`src/rtl/btn_pkg.sv`:
```
// Shared types and constants for the debounced push-button input block.
package btn_pkg;

  typedef enum logic [1:0] {
    RELEASED = 2'd0,
    PRESSED  = 2'd1,
    HELD     = 2'd2
  } btn_state_t;

  localparam int MS_PER_S = 1000;

  // Bits needed to count 0 .. n_states-1, never less than one bit.
  function automatic int cnt_width(input int n_states);
    return (n_states > 1) ? $clog2(n_states) : 1;
  endfunction

endpackage

```
`src/rtl/btn_channel.sv`:
```
// One button: 2-FF synchronizer, tick-based debounce counter and a
// press/hold state machine that emits press, release and long-press pulses.
module btn_channel
  import btn_pkg::*;
#(
  parameter logic BTN_ACTIVE    = 1'b1,
  parameter int   DEBOUNCE_MS   = 10,
  parameter int   LONG_PRESS_MS = 1000
) (
  input  logic clk,
  input  logic rst_n,
  input  logic ms_tick_i,
  input  logic btn_raw_i,
  output logic level_o,
  output logic press_o,
  output logic release_o,
  output logic long_o
);

  localparam int DBW = cnt_width(DEBOUNCE_MS + 1);
  localparam int HW  = cnt_width(LONG_PRESS_MS + 1);
  localparam logic [DBW-1:0] DB_LAST   = DBW'(DEBOUNCE_MS - 1);
  localparam logic [HW-1:0]  HOLD_LAST = HW'(LONG_PRESS_MS - 1);

  logic           ff1_q, ff2_q;
  logic           sync;
  logic [DBW-1:0] db_cnt_q, db_cnt_d;
  logic [HW-1:0]  hold_cnt_q, hold_cnt_d;
  logic           level_q, level_d;
  logic           press_q, press_d;
  logic           release_q, release_d;
  logic           long_q, long_d;
  btn_state_t     state_q, state_d;

  assign sync = (ff2_q == BTN_ACTIVE);

  always_comb begin
    db_cnt_d   = db_cnt_q;
    hold_cnt_d = hold_cnt_q;
    level_d    = level_q;
    state_d    = state_q;
    press_d    = 1'b0;
    release_d  = 1'b0;
    long_d     = 1'b0;

    // A new level must persist across DEBOUNCE_MS ticks; any bounce restarts it.
    if (sync == level_q) begin
      db_cnt_d = '0;
    end else if (ms_tick_i) begin
      if (db_cnt_q == DB_LAST) begin
        level_d   = sync;
        db_cnt_d  = '0;
        press_d   = sync;
        release_d = ~sync;
      end else begin
        db_cnt_d = db_cnt_q + DBW'(1);
      end
    end

    case (state_q)
      RELEASED: begin
        if (press_d) begin
          state_d    = PRESSED;
          hold_cnt_d = '0;
        end
      end
      PRESSED: begin
        if (release_d) begin
          state_d = RELEASED;
        end else if (ms_tick_i) begin
          if (hold_cnt_q == HOLD_LAST) begin
            state_d = HELD;
            long_d  = 1'b1;
          end else begin
            hold_cnt_d = hold_cnt_q + HW'(1);
          end
        end
      end
      HELD: begin
        if (release_d) state_d = RELEASED;
      end
      default: state_d = RELEASED;
    endcase
  end

  always_ff @(posedge clk or negedge rst_n) begin
    if (!rst_n) begin
      ff1_q      <= ~BTN_ACTIVE;
      ff2_q      <= ~BTN_ACTIVE;
      db_cnt_q   <= '0;
      hold_cnt_q <= '0;
      level_q    <= 1'b0;
      press_q    <= 1'b0;
      release_q  <= 1'b0;
      long_q     <= 1'b0;
      state_q    <= RELEASED;
    end else begin
      ff1_q      <= btn_raw_i;
      ff2_q      <= ff1_q;
      db_cnt_q   <= db_cnt_d;
      hold_cnt_q <= hold_cnt_d;
      level_q    <= level_d;
      press_q    <= press_d;
      release_q  <= release_d;
      long_q     <= long_d;
      state_q    <= state_d;
    end
  end

  assign level_o   = level_q;
  assign press_o   = press_q;
  assign release_o = release_q;
  assign long_o    = long_q;

endmodule

```
`src/rtl/btn_input.sv`:
```
// Debounced push-button block: free-running 1 ms prescaler shared by
// BTN_NUM independent button channels.
module btn_input
  import btn_pkg::*;
#(
  parameter int   CLOCK_XTAL    = 27000000,
  parameter int   BTN_NUM       = 2,
  parameter logic BTN_ACTIVE    = 1'b1,
  parameter int   DEBOUNCE_MS   = 10,
  parameter int   LONG_PRESS_MS = 1000
) (
  input  logic               clk,
  input  logic               rst_n,
  input  logic [BTN_NUM-1:0] btn_raw,
  output logic [BTN_NUM-1:0] btn_level,
  output logic [BTN_NUM-1:0] btn_press,
  output logic [BTN_NUM-1:0] btn_release,
  output logic [BTN_NUM-1:0] btn_long
);

  localparam int DIV = CLOCK_XTAL / MS_PER_S;
  localparam int PW  = cnt_width(DIV);
  localparam logic [PW-1:0] PS_LAST = PW'(DIV - 1);

  if (CLOCK_XTAL < MS_PER_S) begin : g_err_clock
    $error("btn_input: CLOCK_XTAL must be >= 1000");
  end
  if (DEBOUNCE_MS < 1) begin : g_err_debounce
    $error("btn_input: DEBOUNCE_MS must be >= 1");
  end
  if (LONG_PRESS_MS <= DEBOUNCE_MS) begin : g_err_long
    $error("btn_input: LONG_PRESS_MS must exceed DEBOUNCE_MS");
  end

  logic [PW-1:0] presc_q, presc_d;
  logic          ms_tick;

  assign ms_tick = (presc_q == PS_LAST);
  assign presc_d = ms_tick ? '0 : presc_q + PW'(1);

  always_ff @(posedge clk or negedge rst_n) begin
    if (!rst_n) presc_q <= '0;
    else        presc_q <= presc_d;
  end

  genvar gi;
  for (gi = 0; gi < BTN_NUM; gi++) begin : g_chan
    btn_channel #(
      .BTN_ACTIVE   (BTN_ACTIVE),
      .DEBOUNCE_MS  (DEBOUNCE_MS),
      .LONG_PRESS_MS(LONG_PRESS_MS)
    ) u_chan (
      .clk      (clk),
      .rst_n    (rst_n),
      .ms_tick_i(ms_tick),
      .btn_raw_i(btn_raw[gi]),
      .level_o  (btn_level[gi]),
      .press_o  (btn_press[gi]),
      .release_o(btn_release[gi]),
      .long_o   (btn_long[gi])
    );
  end

endmodule

```
`config.mk`:
```
export PLATFORM = sky130hd
export DESIGN_NAME = btn_input
export DESIGN_NICKNAME = d
export VERILOG_FILES = /design/src/rtl/btn_pkg.sv /design/src/rtl/btn_channel.sv /design/src/rtl/btn_input.sv
export SDC_FILE = /design/constraint.sdc
export NUM_CORES = 1
export LEC_CHECK = 0
export ABC_AREA = 1
export BUFFER_PORTS_ARGS = -buffer_cell sky130_fd_sc_hd__buf_2
export CORE_MARGIN = 2
export CORE_UTILIZATION = 65
export DETAILED_ROUTE_END_ITERATION = 8
export GPL_TIMING_DRIVEN = 0
export PLACE_DENSITY = 0.83
export SYNTH_ARGS = -nofsm -noshare
export SYNTH_HDL_FRONTEND = slang
export SYNTH_HIERARCHICAL = 1
export SYNTH_SLANG_ARGS = --single-unit
export TNS_END_PERCENT = 30
```
`constraint.sdc`:
```
create_clock -name clk -period 3.23 [get_ports clk]
set_input_delay 0.323 -clock clk [delete_from_list [all_inputs] [get_ports clk]]
set_output_delay 0.323 -clock clk [all_outputs]
set_load 0.02 [all_outputs]
```
# Word-level counts from Yosys, hierarchy flattened
# Index checks and enable logic that the tools add are counted.
# totals
register_bits,59
latchBits,0
mem_bits_rw,0
mem_bits_ro,0
input_bits,4
out_inout_bits,8
mem_count,0
# classes
add_sub_neg,5
multipliers,0
div_mod_pow,0
magnitude_cmp,0
eq_ne,25
shifts,0
n_mux,49
n_bitwise,4
n_reduce_logical,12
# ops
operator,n
$mux 10,8
$pmux 10 s2,2
$mux 4,6
$add 10x1->10 const B,2
$eq 10x10->1 const B,2
$mux 1,20
$mux 2,10
$add 15x1->15 const B,1
$eq 15x15->1 const B,1
$mux 15,1
$ne 2x2->1 const B,6
$pmux 2 s3,2
$reduce_and 5->1,2
$add 4x1->4 const B,2
$eq 4x4->1 const B,2
$ne 2x1->1 const B,4
$reduce_and 4->1,2
$reduce_bool 2->1,4
$ne 3x1->1 const B,2
$ne 3x2->1 const B,2
$reduce_and 3->1,2
$eq 2x1->1 const B,2
$eq 2x2->1 const B,2
$logic_not 2->1,2
2 further kinds,6

# Depth between registers and ports, before layout
# Gate-level depths: netlist (run 1).
# depth
word_depth,6
ltp_mapped,12
depth_no_buf,12

# Hierarchy
# The synthesis (run 1) kept the hierarchy.
# modules_own_cells
module,instances,cells_per_inst,area_per_inst_um2
btn_channel,2,168,1288.7
btn_input,1,119,880.8

# Least setup slack after synthesis (run 1)
# No wires, ideal clock.
# synth_timing
path_type,reg2reg
start,reg presc_q[0]
end,reg g_chan[0].u_chan.hold_cnt_q[9]
t_arrival_ns,1.763
required_time_ns,3.113
setup_slack_ns,1.350
stages_incl_launch_ff,12
n_path_buf,1
synth_period_minus_slack_ns,1.880
cell_sequence,dfrtp_1 ha_1 nand2_2 nor3_2 nand2_2 inv_2 nand4_2 nand3_2 nand2_2 buf_6 nand3_1 nand2_1
# synth_between
elab_chain_cells,5
word_cells_on_any_way,9
# synth_rtl
item,line_no,rtl
from (decl),btn_input.sv:35,"logic [PW-1:0] presc_q, presc_d;"
from (signal assigned),btn_input.sv:43,else presc_q <= presc_d;
$eq 15x15->1 *,btn_input.sv:38,assign ms_tick = (presc_q == PS_LAST);
named net ms_tick,btn_input.sv:36,logic ms_tick;
$mux 1,btn_channel.sv:49,end else if (ms_tick_i) begin
$mux 1,btn_channel.sv:47,if (sync == level_q) begin
$ne 2x2->1 (no source line) / $ne 2x1->1 (equally long branches),-,
$reduce_and 5->1 (no source line) *,-,
to (signal assigned),btn_channel.sv:101,hold_cnt_q <= hold_cnt_d;
to (decl),btn_channel.sv:28,"logic [HW-1:0] hold_cnt_q, hold_cnt_d;"
# Mark *: on every way through the listed nets, which the timed path passes. The rest lies on a longest branch.
# A chain may end at the register's enable or synchronous reset.

# Final worst setup path (run 1)
# layout_timing
start,reg presc_q[0]
end,reg g_chan[1].u_chan.hold_cnt_q[3]
# layout_between
elab_chain_cells,5
word_cells_on_any_way,9
# layout_rtl
item,line_no
$eq 15x15->1 *,btn_input.sv:38
named net ms_tick,btn_input.sv:36
$mux 1,btn_channel.sv:49
$mux 1,btn_channel.sv:47
$ne 2x2->1 (no source line) / $ne 2x1->1 (equally long branches),-
$reduce_and 5->1 (no source line) *,-
to (signal assigned),btn_channel.sv:101
to (decl),btn_channel.sv:28
# Marks and branches as above.

==> results of run 1 <==
==> cells by family (layout without fill, tap and decap cells) <==
logic type,after synthesis,after routing,synth area share
AND/OR/NAND/NOR,292,292,0.395
buffers and inverters,64,90,0.0789
adder cells (fa/ha/maj),7,7,0.0253
XOR/XNOR,13,13,0.0373
flip-flops,59,59,0.427
AO/OA/AOI/OAI,20,20,0.0369
==> metrics by stage <==
step / instances / util
floorplan: 455 / -
global placement: 536 / 0.705
detailed placement: 536 / 0.705
CTS: 551 / 0.747
global route: 551 / 0.748
finish: 551 / 0.748
==> cells in the final DEF, fill, tap and decap left out, drive strengths merged, types with 7 or more instances in the layout <==
cell      n
xor2     10
nand2   134
clkbuf   10
ha        7
buf      17
nor2     76
inv      58
dfrtp    59
nand4    11
o21ai    12
nand3    53
==> path summary, 6_finish.rpt <==
kind / to / slack (ns) / cells after the start / from
max: g_chan[1].u_chan/hold_cnt_q[3]$_DFFE_PN0P_ / 1.00 / 10 / presc_q[0]$_DFF_PN0_
min: g_chan[1].u_chan/hold_cnt_q[8]$_DFFE_PN0P_ / 0.04 / 1 / rst_n
max reg2reg: g_chan[1].u_chan/hold_cnt_q[3]$_DFFE_PN0P_ / 1.00 / 10 / presc_q[0]$_DFF_PN0_
min reg2reg: g_chan[1].u_chan/ff2_q$_DFF_PN0_ / 0.35 / 0 / g_chan[1].u_chan/ff1_q$_DFF_PN0_
max in group asynchronous: g_chan[0].u_chan/level_o$_DFFE_PN0P_ / 2.71 / 1 / rst_n
min in group clk: g_chan[0].u_chan/ff1_q$_DFF_PN0_ / 0.10 / 1 / btn_raw[0]
==> area by class of cell <==
cell class / count / share of cell area
Buffer: 6 / 0.0144
Inverter: 58 / 0.0570
Sequential cell: 59 / 0.387
Clock buffer: 10 / 0.0360
Timing Repair Buffer: 11 / 0.0151
Tap cell: 70 / 0.0229
Clock inverter: 5 / 0.0203
Multi-Input combinational cell: 332 / 0.448
==> Yosys cell counts <==
master,number,area share
sky130_fd_sc_hd__a21oi_4,2,0.0094
sky130_fd_sc_hd__nand4_4,2,0.012
sky130_fd_sc_hd__buf_6,4,0.013
sky130_fd_sc_hd__nor2_4,4,0.013
sky130_fd_sc_hd__nand4_2,2,0.0072
sky130_fd_sc_hd__nand4_1,7,0.013
sky130_fd_sc_hd__inv_2,2,0.0022
sky130_fd_sc_hd__nor3b_1,4,0.0087
sky130_fd_sc_hd__nor2_1,70,0.076
sky130_fd_sc_hd__xor2_2,2,0.0094
sky130_fd_sc_hd__xor2_1,8,0.020
sky130_fd_sc_hd__nand2_1,123,0.13
sky130_fd_sc_hd__nand3b_1,6,0.013
sky130_fd_sc_hd__dfrtp_1,59,0.43
sky130_fd_sc_hd__nand3_2,3,0.0087
sky130_fd_sc_hd__nor3_2,1,0.0029
sky130_fd_sc_hd__buf_2,2,0.0029
sky130_fd_sc_hd__nor3_1,5,0.0072
sky130_fd_sc_hd__nand3_1,50,0.072
sky130_fd_sc_hd__o21ai_0,4,0.0058
sky130_fd_sc_hd__xnor2_1,3,0.0076
sky130_fd_sc_hd__nand2_2,11,0.020
sky130_fd_sc_hd__ha_1,7,0.025
sky130_fd_sc_hd__nor2_2,2,0.0036
sky130_fd_sc_hd__a21oi_1,4,0.0058
sky130_fd_sc_hd__o21ai_1,8,0.012
sky130_fd_sc_hd__inv_1,56,0.061
sky130_fd_sc_hd__nor4_1,2,0.0036
sky130_fd_sc_hd__o21bai_1,2,0.0043
==> sequential cells by signal, summed over array words and instances, names as in the netlist <==
| name | count |
|---|---|
| g_chan.u_chan/level_o | 2 |
| g_chan.u_chan/hold_cnt_q | 20 |
| g_chan.u_chan/ff2_q | 2 |
| g_chan.u_chan/ff1_q | 2 |
| g_chan.u_chan/long_o | 2 |
| g_chan.u_chan/state_q | 4 |
| g_chan.u_chan/press_o | 2 |
| g_chan.u_chan/release_o | 2 |
| g_chan.u_chan/db_cnt_q | 8 |
| presc_q | 15 |
==> per-layer routing <==
layer / global-route usage / share of wire / wire length [um]
met1: 0.316 / 0.47 / 3080
met2: 0.422 / 0.49 / 3200
met3: 0.0365 / 0.032 / 207
met4: 0.115 / 0.013 / 83
met5: 0 / 0 / 0
==> power groups by stage <==
stage | Sequential [W] | Combinational [W] | Clock, W
after CTS | 0.000744 | 0.0000204 | 0.000749
after detailed placement | 0.000758 | 0.0000204 | 0
final | 0.000744 | 0.0000192 | 0.000734
after global placement | 0.000758 | 0.0000200 | 0
after floorplan | 0.000758 | 0.00000321 | 0
after global routing | 0.000744 | 0.0000234 | 0.000774
==> critical path, stage by stage, from the launching register on <==
cell and delay (ns):
sky130_fd_sc_hd__dfrtp_1 0.38, sky130_fd_sc_hd__ha_1 0.30, sky130_fd_sc_hd__nand2_2 0.13, sky130_fd_sc_hd__nor3_2 0.20, sky130_fd_sc_hd__nand2_2 0.11, sky130_fd_sc_hd__inv_2 0.31
sky130_fd_sc_hd__nand4_4 0.16, sky130_fd_sc_hd__a21oi_4 0.19, sky130_fd_sc_hd__nand2_2 0.17, sky130_fd_sc_hd__nand2_1 0.11, sky130_fd_sc_hd__nand2_1 0.05
==> impl_summary.txt, run 1 <==
----------------------------------------------------
[Timing]
  Smallest hold slack ... ~0.045 ns
  Setup repair after global routing missed its margin ... no
  Maximum operating frequency ... 449 MHz
  Tightest slew margin relative to the limit ... 0.523
  Final hold violations ... 0
  Slew of the pin with the lowest slew margin ... 0.716 ns
  Final period utilization ... 0.689
  Minimum clock period ... 2.23 ns
  Number of pins with negative max-slew slack in the final report ... 0
  Total Neg Setup Slack ... 0 ns
  Maximum clock skew at final layout ... 0.00464 ns
  Count of final setup violators ... 0
  Setup slack of the critical path after layout ... 1.00 ns

[Global routing]
  Overall overflow remaining after global route ... 0
  Gr usage total ... 0.249
  Via count of the first global-routing pass ... approximately 2.8k
  Global-route wire length before repair ... 11.8 mm
  Pin count of the biggest net entering global routing ... 60
  Antenna violations before repair ... 0

[Clock network]
  TritonCTS buffer count ... 9
  Count of hold-fix buffers inserted at cts ... 0
  Resized Gates After CTS ... 0
  CTS H-tree depth ... 3
  Clock insertion delay at the later pin of the skew report ... 0.33 ns
  Clock sinks ... 59
  Clock input transition at the sequential cells of the worst setup and hold paths ... 0.07 ns
  CTS root buffer ... sky130_fd_sc_hd__clkbuf_8
  Clock tree from TritonCTS ... built
  Number of post-CTS setup repair buffers ... 0
  Buffers from clock root to sink, at most ... 2

[Floorplanning]
  Area of the die ... 5920 um2
  Starting density of the core ... 0.677
  Total core area ... approximately 5000 um2
  Die height ... slightly below 80 um
  Horizontal extent of the die ... 76.9 um
  I/O pin total ... 12
  Cell Rows ... 26

[Run]
  Maximum Capacitance Violations ... 0

[Placement]
  DPL Wire Length ... 4.58 mm
  Area after DPL ... 3600 um2
  Global placer's final weighted congestion ... 0.896
  Buffers on Ports ... 11
  Post-placement setup slack ... 1.03 ns

[Worst setup path]
  Critical path peak fanout ... 16
  Worst setup EP type ... flop
  Required time worst endpoint ... 3.46 ns
  Type of origin of the critical path ... flop
  Data arrival at the endpoint of the critical path ... between 2 and 2.5 ns
  CP Class ... reg2reg

[Cells and area]
  Total area of multi-input combinational cells ... around 1700 um2
  Diodes inserted ... 0
  Fraction of layout cells with a size suffix above 1 ... 0.131
  Sequential Area ... between 1000 and 1500 um2
  Net count of the finished layout ... about 490
  Count of fill cells added during filler insertion ... about 410
  Layout-stage area growth over the synthesis result ... 10.4%
  Cell area after layout ... 3820 um2

[Pwr]
  Cell Int Power ... approximately 0.0012 W
  Peak VDD IR ... roughly 0.31 mV
  Power share of the combinational group ... 0.013
  Static Leakage ... ~1.9 nW
  Switching portion of total power ... 0.204
  Power after layout ... 0.00150 W
  Part of the power in the clock network ... 0.490
  Sequential fraction of design power ... 0.497
  Total power divided by cell area ... 392 nW/um2
  P_sw ... 0.000305 W

[Drt]
  Total Routed Length ... 6.56 mm
  DRC Markers ... 0
  Final ANT Viol Nets ... 0
  First-pass detailed-route iteration total ... 4
  Routed length per placed instance ... 11.9 um
  Vias per cell ... 5.21
  DRC marker count from the first detailed-route iteration ... between 100 and 150
  Detailed-route via count ... 2872

[Yosys]
  Synth Register Bits ... 59
  Post-synth design cell area ... ~3500 um2
  Syn nets ... 466
  Sequential share of the synthesized area ... 0.427
  Number of distinct library cells after synthesis ... 29
  Average cell area after synthesis ... 7.60 um2
  Yosys warns ... 6
  Number of cells produced by synthesis ... 455

[Hold path]
  Type of the worst min-delay path ... in2async

[Status]
  Outcome ... finished, final reports clean

----------------------------------------------------
Power figures use the tool's default switching activity.
==> run 2, diff against run 1 <==
Settings changed: CORE_UTILIZATION 65 to 56, PLACE_DENSITY 0.83 to 0.76.
Clock period 3.23 ns to 1.86 ns, I/O delays scaled along.
==> run 2 against run 1 <==
Combinational power up 110%. Wire length up 14%. Non-clock buffer count up 22. Power up 75%.
==> impl_summary.txt, run 2 (synthesis gave the netlist of run 1 again) <==
----------------------------------------------------
[Pwr]
  P_sw ... 0.000572 W (+88%)
  Total power divided by cell area ... 641 nW/um2 (+63%)
  Sequential fraction of design power ... 0.494 (-0.003)
  Static Leakage ... 2.01 nW (+6.3%)
  Cell Int Power ... 0.00204 W (+71%)
  Power after layout ... 0.00262 W (+75%)
  Peak VDD IR ... 0.600 mV (+97%)
  Power share of the combinational group ... 0.015 (+0.002)
  Part of the power in the clock network ... 0.491 (about the same)
  Switching portion of total power ... 0.219 (+0.0150)

[Drt]
  Routed length per placed instance ... 12.9 um (+8.4%)
  Final ANT Viol Nets ... 0 (unchanged)
  DRC marker count from the first detailed-route iteration ... 188 (+57%)
  Detailed-route via count ... 3005 (+4.6%)
  Total Routed Length ... 7.50 mm (+14%)
  DRC Markers ... 0 (unchanged)
  Vias per cell ... 5.17 (-0.77%)
  First-pass detailed-route iteration total ... 5 (+1)

[Cells and area]
  Net count of the finished layout ... 512 (+4.9%)
  Largest register by flop count ... g_chan.u_chan/hold_cnt_q
  Diodes inserted ... 0 (unchanged)
  Commonest cells after routing, fill and taps aside ... sky130_fd_sc_hd__nand2_1, sky130_fd_sc_hd__nor2_1, sky130_fd_sc_hd__inv_1, sky130_fd_sc_hd__dfrtp_1, sky130_fd_sc_hd__nand3_1
  Most frequent standard cell in the layout excluding fill and tap cells ... sky130_fd_sc_hd__nand2_1
  Biggest registers after layout ... g_chan.u_chan/hold_cnt_q (20), presc_q (15), g_chan.u_chan/db_cnt_q (8)
  Layout-stage area growth over the synthesis result ... 18.0%
  Share of the core filled with cells in the final layout ... 0.685 (-0.0624)
  Count of fill cells added during filler insertion ... 494 (+22%)
  Fraction of layout cells with a size suffix above 1 ... 0.182 (+0.0508)
  Number of flip-flops in the largest register ... 20 (unchanged)

[Placement]
  Buffers on Ports ... 11 (unchanged)
  DPL Wire Length ... 4.67 mm (+2.0%)
  Global placer's final weighted congestion ... 0.865 (-3.5%)

[Worst setup path]
  Critical path peak fanout ... 5 (-11)
  CP Class ... reg2reg
  Reg-to-reg slack, setup ... 0.03 ns (-0.97 ns)
  Type of origin of the critical path ... flop
  Data arrival at the endpoint of the critical path ... 2.06 ns (-0.39 ns)
  Worst setup EP type ... flop
  Required time worst endpoint ... 2.09 ns (-1.37 ns)

[Clock network]
  Clock insertion delay at the later pin of the skew report ... 0.34 ns (about the same)
  CTS H-tree depth ... 3 (unchanged)
  Clock tree from TritonCTS ... built
  Clock input transition at the sequential cells of the worst setup and hold paths ... 0.07 ns (about the same)
  Buffers from clock root to sink, at most ... 2 (unchanged)
  TritonCTS buffer count ... 9 (unchanged)
  Clock sinks ... 59 (unchanged)
  CTS root buffer ... sky130_fd_sc_hd__clkbuf_8

[Floorplanning]
  Starting density of the core ... 0.581 (-0.0964)
  Area of the die ... 6820 um2 (+15%)
  Cell Rows ... 28 (+7.7%)
  Total core area ... 5960 um2 (+17%)
  Horizontal extent of the die ... 82.6 um (+7.3%)
  Die height ... 82.6 um (+7.3%)
  I/O pin total ... 12 (unchanged)

[Timing]
  Maximum operating frequency ... 547 MHz (+22%)
  Number of pins with negative max-slew slack in the final report ... 0 (unchanged)
  Tightest slew margin relative to the limit ... 0.504 (-0.0190)
  Count of final setup violators ... 0 (unchanged)
  Final hold violations ... 0 (unchanged)
  Setup repair after global routing missed its margin ... yes
  Slew of the pin with the lowest slew margin ... 0.745 ns (+0.0286 ns)
  Maximum clock skew at final layout ... 0.00644 ns (+0.00180 ns)
  Minimum clock period ... 1.83 ns (-0.398 ns)
  Final period utilization ... 0.983 (+0.294)

[Global routing]
  Gr usage total ... 0.230 (-0.0193)
  Global-route wire length before repair ... 11.9 mm (+0.88%)
  Antenna violations before repair ... 0 (unchanged)
  Overall overflow remaining after global route ... 0 (unchanged)
  Via count of the first global-routing pass ... 2797 (+1.5%)
  Pin count of the biggest net entering global routing ... 60 (unchanged)

[Run]
  Maximum Capacitance Violations ... 0 (unchanged)

[Status]
  Outcome ... finished, final reports clean

[Hold path]
  Type of the worst min-delay path ... reg2reg

----------------------------------------------------
## run 2: changes by cell type in the layout (fill, tap and decap cells not counted), sizes merged
cell,delta
dlygate4sd3,+3
inv,+1
buf,+19
clkinvlp,+2
nand2,+1
clkbuf,-1
## run 2: routing by layer
metal  track usage  wire, um  share of wire
met2         0.399      3760           0.50
met3        0.0413       246          0.033
met1         0.281      3410           0.45
met5             0         0              0
met4        0.0951        82          0.011
## run 2: path summary, 6_finish.rpt
path / end / cells past startpoint / startpoint
hold / removal: g_chan[1].u_chan/ff2_q$_DFF_PN0_ / 0 / g_chan[1].u_chan/ff1_q$_DFF_PN0_
min in group asynchronous: g_chan[1].u_chan/hold_cnt_q[7]$_DFFE_PN0P_ / 2 / rst_n
max in group asynchronous: presc_q[3]$_DFF_PN0_ / 2 / rst_n
setup reg to reg: g_chan[0].u_chan/hold_cnt_q[3]$_DFFE_PN0P_ / 10 / presc_q[1]$_DFF_PN0_
setup / recovery: g_chan[0].u_chan/hold_cnt_q[3]$_DFFE_PN0P_ / 10 / presc_q[1]$_DFF_PN0_
hold reg to reg: g_chan[1].u_chan/ff2_q$_DFF_PN0_ / 0 / g_chan[1].u_chan/ff1_q$_DFF_PN0_
## run 2: worst max-delay path, stage by stage (launching register included)
cell and delay, ns:
sky130_fd_sc_hd__dfrtp_1 0.40, sky130_fd_sc_hd__ha_4 0.18, sky130_fd_sc_hd__nand2_4 0.05, sky130_fd_sc_hd__nor3_2 0.13, sky130_fd_sc_hd__nand2_2 0.14, sky130_fd_sc_hd__inv_8 0.13
sky130_fd_sc_hd__nand4_4 0.11, sky130_fd_sc_hd__a21oi_4 0.30, sky130_fd_sc_hd__nand2_2 0.15, sky130_fd_sc_hd__nand2_1 0.08, sky130_fd_sc_hd__nand2_1 0.05
## run 2: layout make-up
cell class / count / area [um2] / area share
Tap cell: 75 / 93.8 / 0.0230
Timing Repair inverter: 1 / 6.26 / 0.00153
Clock buffer: 9 / 124 / 0.0303
Inverter: 58 / 225 / 0.0552
Clock inverter: 7 / 92.6 / 0.0227
Timing Repair Buffer: 33 / 234 / 0.0573
Buffer: 6 / 55.1 / 0.0135
Multi-Input combinational cell: 333 / 1770 / 0.434
Sequential cell: 59 / 1480 / 0.363
## run 2: power groups by stage
stage          Sequential (W)  Combinational [W]  Clock [W]
2_1_floorplan         0.00132         0.00000557          0
3_3_place_gp          0.00132          0.0000349          0
3_5_place_dp          0.00132          0.0000357          0
4_1_cts               0.00129          0.0000394    0.00132
5_1_grt               0.00129          0.0000471    0.00136
6_report              0.00129          0.0000396    0.00129
## run 2: what timing repair did
action                                 4_1_cts  5_1_grt
endpoints found under the hold margin        2       28
hold buffers                                 2        1
setup endpoints to repair                   26       24
pin swaps                                    1        7
resized for setup                            7       10
setup buffers                                7       11
cloned                                       0        3
## run 2: through the flow
stage	hold slack [ns]	area (um2)	setup slack, ns	instances	setup TNS, ns
final	0.358	4080	0.0316	581	0
after global routing	0.368	4080	-0.0364	581	-0.300
after CTS	0.183	3940	-0.00154	566	-0.00154
after detailed placement	0.298	3610	-0.233	541	-4.97
after global placement	0.296	3610	-0.200	541	-4.17
after floorplan	-0.110	3460	0.0495	455	0
